`src/rtl/riscv_crypto_fu_aes32_pipe.sv`:
```
// Two-stage pipelined RISC-V AES32 functional unit (aes32esi/esmi/dsi/dsmi).
// Stage 1 holds the S-box output; stage 2 holds the finished rd value.

module riscv_crypto_aes_sbox (
    input  logic       dec,
    input  logic [7:0] din,
    output logic [7:0] dout
);
    function automatic logic [7:0] gf_mul(input logic [7:0] a, input logic [7:0] b);
        logic [7:0] acc;
        logic [7:0] sh;
        acc = 8'h00;
        sh  = a;
        for (int i = 0; i < 8; i++) begin
            if (b[i]) acc = acc ^ sh;
            sh = {sh[6:0], 1'b0} ^ (sh[7] ? 8'h1b : 8'h00);
        end
        return acc;
    endfunction

    // Multiplicative inverse as a^254; maps 0 to 0 as AES requires.
    function automatic logic [7:0] gf_inv(input logic [7:0] a);
        logic [7:0] sq;
        logic [7:0] acc;
        sq  = a;
        acc = 8'h01;
        for (int i = 1; i < 8; i++) begin
            sq  = gf_mul(sq, sq);
            acc = gf_mul(acc, sq);
        end
        return acc;
    endfunction

    function automatic logic [7:0] rotl8(input logic [7:0] x, input int unsigned n);
        logic [15:0] t;
        t = {x, x} << n;
        return t[15:8];
    endfunction

    logic [7:0] inv_aff;
    logic [7:0] inv_in;
    logic [7:0] inv_out;
    logic [7:0] fwd_aff;

    // One shared inverter: inverse affine precedes it on decrypt, forward affine follows it on encrypt.
    always_comb begin
        inv_aff = rotl8(din, 1) ^ rotl8(din, 3) ^ rotl8(din, 6) ^ 8'h05;
        inv_in  = dec ? inv_aff : din;
        inv_out = gf_inv(inv_in);
        fwd_aff = inv_out ^ rotl8(inv_out, 1) ^ rotl8(inv_out, 2) ^ rotl8(inv_out, 3)
                ^ rotl8(inv_out, 4) ^ 8'h63;
        dout    = dec ? inv_out : fwd_aff;
    end
endmodule

module riscv_crypto_fu_aes32_pipe #(
    parameter int unsigned TAG_W = 5
) (
    input  logic             clk,
    input  logic             rst,
    input  logic             flush,
    input  logic             in_valid,
    output logic             in_ready,
    input  logic             in_dec,
    input  logic             in_mix,
    input  logic [1:0]       in_bs,
    input  logic [31:0]      in_rs1,
    input  logic [31:0]      in_rs2,
    input  logic [TAG_W-1:0] in_tag,
    output logic             out_valid,
    input  logic             out_ready,
    output logic [31:0]      out_result,
    output logic [TAG_W-1:0] out_tag
);
    function automatic logic [7:0] xtime(input logic [7:0] x);
        return {x[6:0], 1'b0} ^ (x[7] ? 8'h1b : 8'h00);
    endfunction

    logic             s1_valid_q, s1_valid_d;
    logic [7:0]       so_q, so_d;
    logic [1:0]       bs_q, bs_d;
    logic             dec_q, dec_d;
    logic             mix_q, mix_d;
    logic [31:0]      rs1_q, rs1_d;
    logic [TAG_W-1:0] tag_q, tag_d;
    logic             s2_valid_q, s2_valid_d;
    logic [31:0]      out_result_q, out_result_d;
    logic [TAG_W-1:0] out_tag_q, out_tag_d;

    logic       s2_adv, s1_adv, accept;
    logic [7:0] sbox_in, sbox_out;
    logic [7:0] x2, x4, x8;
    logic [31:0] mixed, rotated, result_c;

    assign s2_adv   = !s2_valid_q || out_ready;
    assign s1_adv   = !s1_valid_q || s2_adv;
    assign in_ready = s1_adv && !rst && !flush;
    assign accept   = in_valid && in_ready;

    always_comb begin
        unique case (in_bs)
            2'd0:    sbox_in = in_rs2[7:0];
            2'd1:    sbox_in = in_rs2[15:8];
            2'd2:    sbox_in = in_rs2[23:16];
            default: sbox_in = in_rs2[31:24];
        endcase
    end

    riscv_crypto_aes_sbox u_sbox (
        .dec  (in_dec),
        .din  (sbox_in),
        .dout (sbox_out)
    );

    // Partial (Inv)MixColumn column, rotation into place and accumulate into rs1.
    always_comb begin
        x2 = xtime(so_q);
        x4 = xtime(x2);
        x8 = xtime(x4);
        if (!mix_q) begin
            mixed = {24'h000000, so_q};
        end else if (!dec_q) begin
            mixed = {x2 ^ so_q, so_q, so_q, x2};
        end else begin
            mixed = {x8 ^ x2 ^ so_q, x8 ^ x4 ^ so_q, x8 ^ so_q, x8 ^ x4 ^ x2};
        end
        unique case (bs_q)
            2'd0:    rotated = mixed;
            2'd1:    rotated = {mixed[23:0], mixed[31:24]};
            2'd2:    rotated = {mixed[15:0], mixed[31:16]};
            default: rotated = {mixed[7:0], mixed[31:8]};
        endcase
        result_c = rs1_q ^ rotated;
    end

    always_comb begin
        s1_valid_d   = s1_valid_q;
        so_d         = so_q;
        bs_d         = bs_q;
        dec_d        = dec_q;
        mix_d        = mix_q;
        rs1_d        = rs1_q;
        tag_d        = tag_q;
        s2_valid_d   = s2_valid_q;
        out_result_d = out_result_q;
        out_tag_d    = out_tag_q;

        if (s1_adv) s1_valid_d = accept;
        if (accept) begin
            so_d  = sbox_out;
            bs_d  = in_bs;
            dec_d = in_dec;
            mix_d = in_mix;
            rs1_d = in_rs1;
            tag_d = in_tag;
        end

        if (s2_adv) begin
            s2_valid_d = s1_valid_q;
            if (s1_valid_q) begin
                out_result_d = result_c;
                out_tag_d    = tag_q;
            end
        end

        if (rst || flush) begin
            s1_valid_d = 1'b0;
            s2_valid_d = 1'b0;
        end
    end

    always_ff @(posedge clk) begin
        if (rst) begin
            s1_valid_q   <= 1'b0;
            so_q         <= 8'h00;
            bs_q         <= 2'd0;
            dec_q        <= 1'b0;
            mix_q        <= 1'b0;
            rs1_q        <= 32'h0;
            tag_q        <= TAG_W'(0);
            s2_valid_q   <= 1'b0;
            out_result_q <= 32'h0;
            out_tag_q    <= TAG_W'(0);
        end else begin
            s1_valid_q   <= s1_valid_d;
            so_q         <= so_d;
            bs_q         <= bs_d;
            dec_q        <= dec_d;
            mix_q        <= mix_d;
            rs1_q        <= rs1_d;
            tag_q        <= tag_d;
            s2_valid_q   <= s2_valid_d;
            out_result_q <= out_result_d;
            out_tag_q    <= out_tag_d;
        end
    end

    assign out_valid  = s2_valid_q;
    assign out_result = out_result_q;
    assign out_tag    = out_tag_q;
endmodule

```
`config.mk`:
```
export PLATFORM = sky130hd
export DESIGN_NAME = riscv_crypto_fu_aes32_pipe
export DESIGN_NICKNAME = d
export VERILOG_FILES = /design/src/rtl/riscv_crypto_fu_aes32_pipe.sv
export SDC_FILE = /design/constraint.sdc
export NUM_CORES = 1
export LEC_CHECK = 0
export CAP_MARGIN = 15
export CORE_MARGIN = 2
export CORE_UTILIZATION = 25
export DETAILED_ROUTE_END_ITERATION = 7
export GPL_TIMING_DRIVEN = 0
export PLACE_DENSITY_LB_ADDON = 0.15
export SLEW_MARGIN = 20
export SYNTH_ARGS = -nofsm -noshare
export SYNTH_HDL_FRONTEND = slang
export SYNTH_HIERARCHICAL = 1
export SYNTH_SLANG_ARGS = --single-unit
```
`constraint.sdc`:
```
create_clock -name clk -period 23.8 [get_ports clk]
set_input_delay 4.76 -clock clk [delete_from_list [all_inputs] [get_ports clk]]
set_output_delay 4.76 -clock clk [all_outputs]
set_load 0.005 [all_outputs]
```
==> results.md <==
- Worst-case reg-to-reg path depth: 9
- Max-slew headroom: 29.61%
- Total Routed Length: 84.50 mm
- Hpwl dp: 65.66 mm
- Max Clk Rate: 43.52 MHz
- Multiplexer share of the synthesized area: 6.892%
- Critical Path AT: 23.24 ns
- Share of post-route cells with drive strength above 1: 12.46%
- Hold Vio Cnt, Final: 0
- # setup viols final: 0
- CTS tree: done
- Compound-Gate Fraction of Synth Area: 19.78%
- Area grow syn2layout: 17.81%
- CP bufs+invs: 10
- Synth Area in Simple Gates: 21.53%
- Port Buf Inserts: 114
- WHS: 0.4444 ns
- CP top delay family: XOR/XNOR gates
- Yosys warns: 6
- Worst setup SP type: input pin
- CTS max path bufs: 2
- Antenna Nets Post-Route: 0
- Hold crit path type: reg -> reg
- TritonRoute pass-1 iters: 5
- Yosys reg bits: 88
- Syn_nets: 2940
- Post-Synth Adder-Cell Area: 0.3977%
- Commonest non-fill, non-tap cells in the layout: nand2_1 (376), xnor2_1 (352), nor2_1 (313)
- Largest net degree at the start of global routing: 16
- Area of the mapped netlist: 22020 sq um
- Area post-placement: 24640 sq um
- Via density: 5.092
- Mean Syn Cell Area: 7.713 sq um
- FP Rows: 108
- Residual DRC: 0
- Status: complete, no violations
- CTS root buffer: clkbuf_16
- Worst R2R Setup Slack: 20.93 ns
- Most common cell after layout, fill and taps aside: nand2_1
- Full die area: 90470 sq um
- Die X: 300.8 microns
- Global-route wire length before repair: 129.6 mm
- Crit Path Max Fanout: 10
- Worst Tran Pin Value: 1.048 ns
- XOR/XNOR Fraction of Synth Area: 38.47%
- Final period util: 96.54%
- Design Area, Final: 25940 sq um
- Sequential fraction of the synthesis area: 8.000%
- Synth cell types: 116
- TritonCTS Buffers: 9
- Slowest-stage cell, CP: or4_1
- Gpl congestion: 0.8529
- Biggest cell delay along the critical path: 0.65 ns
- Clock-pin slew on the worst setup and hold paths: 0.06 ns
- ANT cells: 0
- Post-synth EDFFs: 0
- Cell repeated most along the worst path: xnor3_1
- Crit path required time: 24.06 ns
- Cell count after synthesis: 2855
- Hold endpoint: out_result[26]$_SDFFE_PP0P_
- Die Y: 300.8 microns
- Max cap viols: 0
- Crit Path Class: in -> reg
- Async S/R FF share, synth: 0%
- Critical R2R Launch: bs_q[0]$_SDFFE_PP0P_
- Core Box Area: 87020 sq um
- NumNets Final: 3106
- Routed wire per std cell: 20.22 microns
- Slew Limit Fails: 0
- Crit. End Element: register
- Main synth FF type: dfxtp_1
- Hold_sp: out_result[26]$_SDFFE_PP0P_
- Initial Util: 25.30%
- Largest family of logic cells by synthesized area: XOR/XNOR gates
- CTS H-tree lvls: 3
- Worst Hold Depth: 2
- Clock insertion delay at the later pin of the skew report: 0.35 ns
- Minimum clock period: 22.98 ns
- Ports: 117
- Vias: 21280
- Clock sinks: 88
- Max Clock Skew: 0.01095 ns
- Total grt overflow: 0
- Initial antenna violation count: 0
- End of the worst register-to-register path: out_result[18]$_SDFFE_PP0P_
- Tot GR Track Use: 18.19%
- Vias in the first global route: 20630
- Starting DRT DRC Count: 1372
stage by stage:
step / util [%] / setup WS [ns] / TNS [ns] / std cells
3_3_place_gp: 28.28 / -3.691 / -28.09 / 4124
6_report: 29.81 / 0.8240 / 0 / 4180
5_1_grt: 29.81 / -0.001979 / -0.001979 / 4180
3_5_place_dp: 28.31 / -2.961 / -22.42 / 4124
2_1_floorplan: - / 1.596 / 0 / 2855
4_1_cts: 29.10 / 0.08130 / 0 / 4152
layer usage:
metal	global-route usage, %	vias up	routed length, microns
met1	26.88	10270	41230
met4	2.405	0	997
met3	1.147	45	3717
met2	29.58	538	38560
li1	-	10430	-
met5	0	-	0
logic make-up after synthesis:
logic type | after synthesis
DFF | 88
xor gates and xnor gates | 700
adders and majority gates | 7
buffers and inverters | 246
and+or+nand+nor | 1041
muxes | 133
AOI/OAI and AO/OA | 640
state kept, by name, indices dropped and copies added, names as in the netlist, 2 cells and up:
| name | cells |
|---|---|
| bs_q | 2 |
| out_result | 32 |
| out_tag | 5 |
| rs1_q | 32 |
| so_q | 8 |
| tag_q | 5 |
how the worst max path moves through the flow:
stage | start | end | slack, ns | cells after the start
2_1_floorplan | in_bs[0] | so_q[6]$_SDFFE_PP0P_ | 1.60 | 72
4_1_cts | in_rs2[6] | so_q[7]$_SDFFE_PP0P_ | 0.08 | 74
3_3_place_gp | in_bs[0] | so_q[7]$_SDFFE_PP0P_ | -3.69 | 71
5_1_grt | in_rs2[25] | so_q[7]$_SDFFE_PP0P_ | -0.002 | 75
3_5_place_dp | in_bs[0] | so_q[7]$_SDFFE_PP0P_ | -2.96 | 73
6_report | in_rs2[25] | so_q[7]$_SDFFE_PP0P_ | 0.82 | 66
synth_stat cells (11+ instances only):
master    instances  area share, %
a211oi_1         28           0.95
a21oi_1         183            4.2
a221oi_1         13           0.52
a22oi_1          27           0.92
a31oi_1          26           0.74
and2_1           31           0.88
and3_1           17           0.48
buf_1            14           0.24
buf_2            53            1.2
buf_4            13           0.44
clkbuf_1        133            2.3
dfxtp_1          88            8.0
inv_1            22           0.38
mux2_2           19           0.97
mux2i_1          94            4.3
nand2_1         376            6.4
nand2b_1         28           0.80
nand3_1          62            1.4
nor2_1          318            5.4
nor2b_1          16           0.45
nor3_1           71            1.6
nor4_1           19           0.54
o211ai_1         20           0.68
o21ai_0          89            2.0
o21ai_1          19           0.43
o221ai_1         11           0.44
o22ai_1          32           0.91
o31ai_1          23           0.78
o32ai_1          11           0.44
or3_1            31           0.88
xnor2_1         376             15
xnor2_2          39            2.9
xnor2_4          14            1.8
xnor3_1          79            8.1
xor2_1          142            5.6
xor3_1           30            3.2
cell type report:
cell class | instances | area, sq um
Fill cell | 9533 | 61080
Multi-Input combinational cell | 2521 | 19800
Sequential cell | 88 | 1762
Timing Repair Buffer | 159 | 1509
Tap cell | 1155 | 1445
Buffer | 215 | 1005
Clock buffer | 9 | 225.2
Inverter | 27 | 105.1
Clock inverter | 6 | 92.59
worst min-delay path, cell delays in order (launching register included):
cell,delay (ns)
dfxtp_1,0.31
nand2_1,0.05
o21ai_1,0.05
what timing repair did:
| action | CTS | global route |
|---|---|---|
| pin swaps | 10 | 10 |
| resized for setup | 47 | 81 |
| setup endpoints to repair | 8 | 8 |
| hold buffers | 0 | 0 |
| buffers inserted | 15 | 30 |
Power is left out: the tool's default activity adds up to more than one toggle a clock period on the data nets, which glitch-free logic cannot reach.
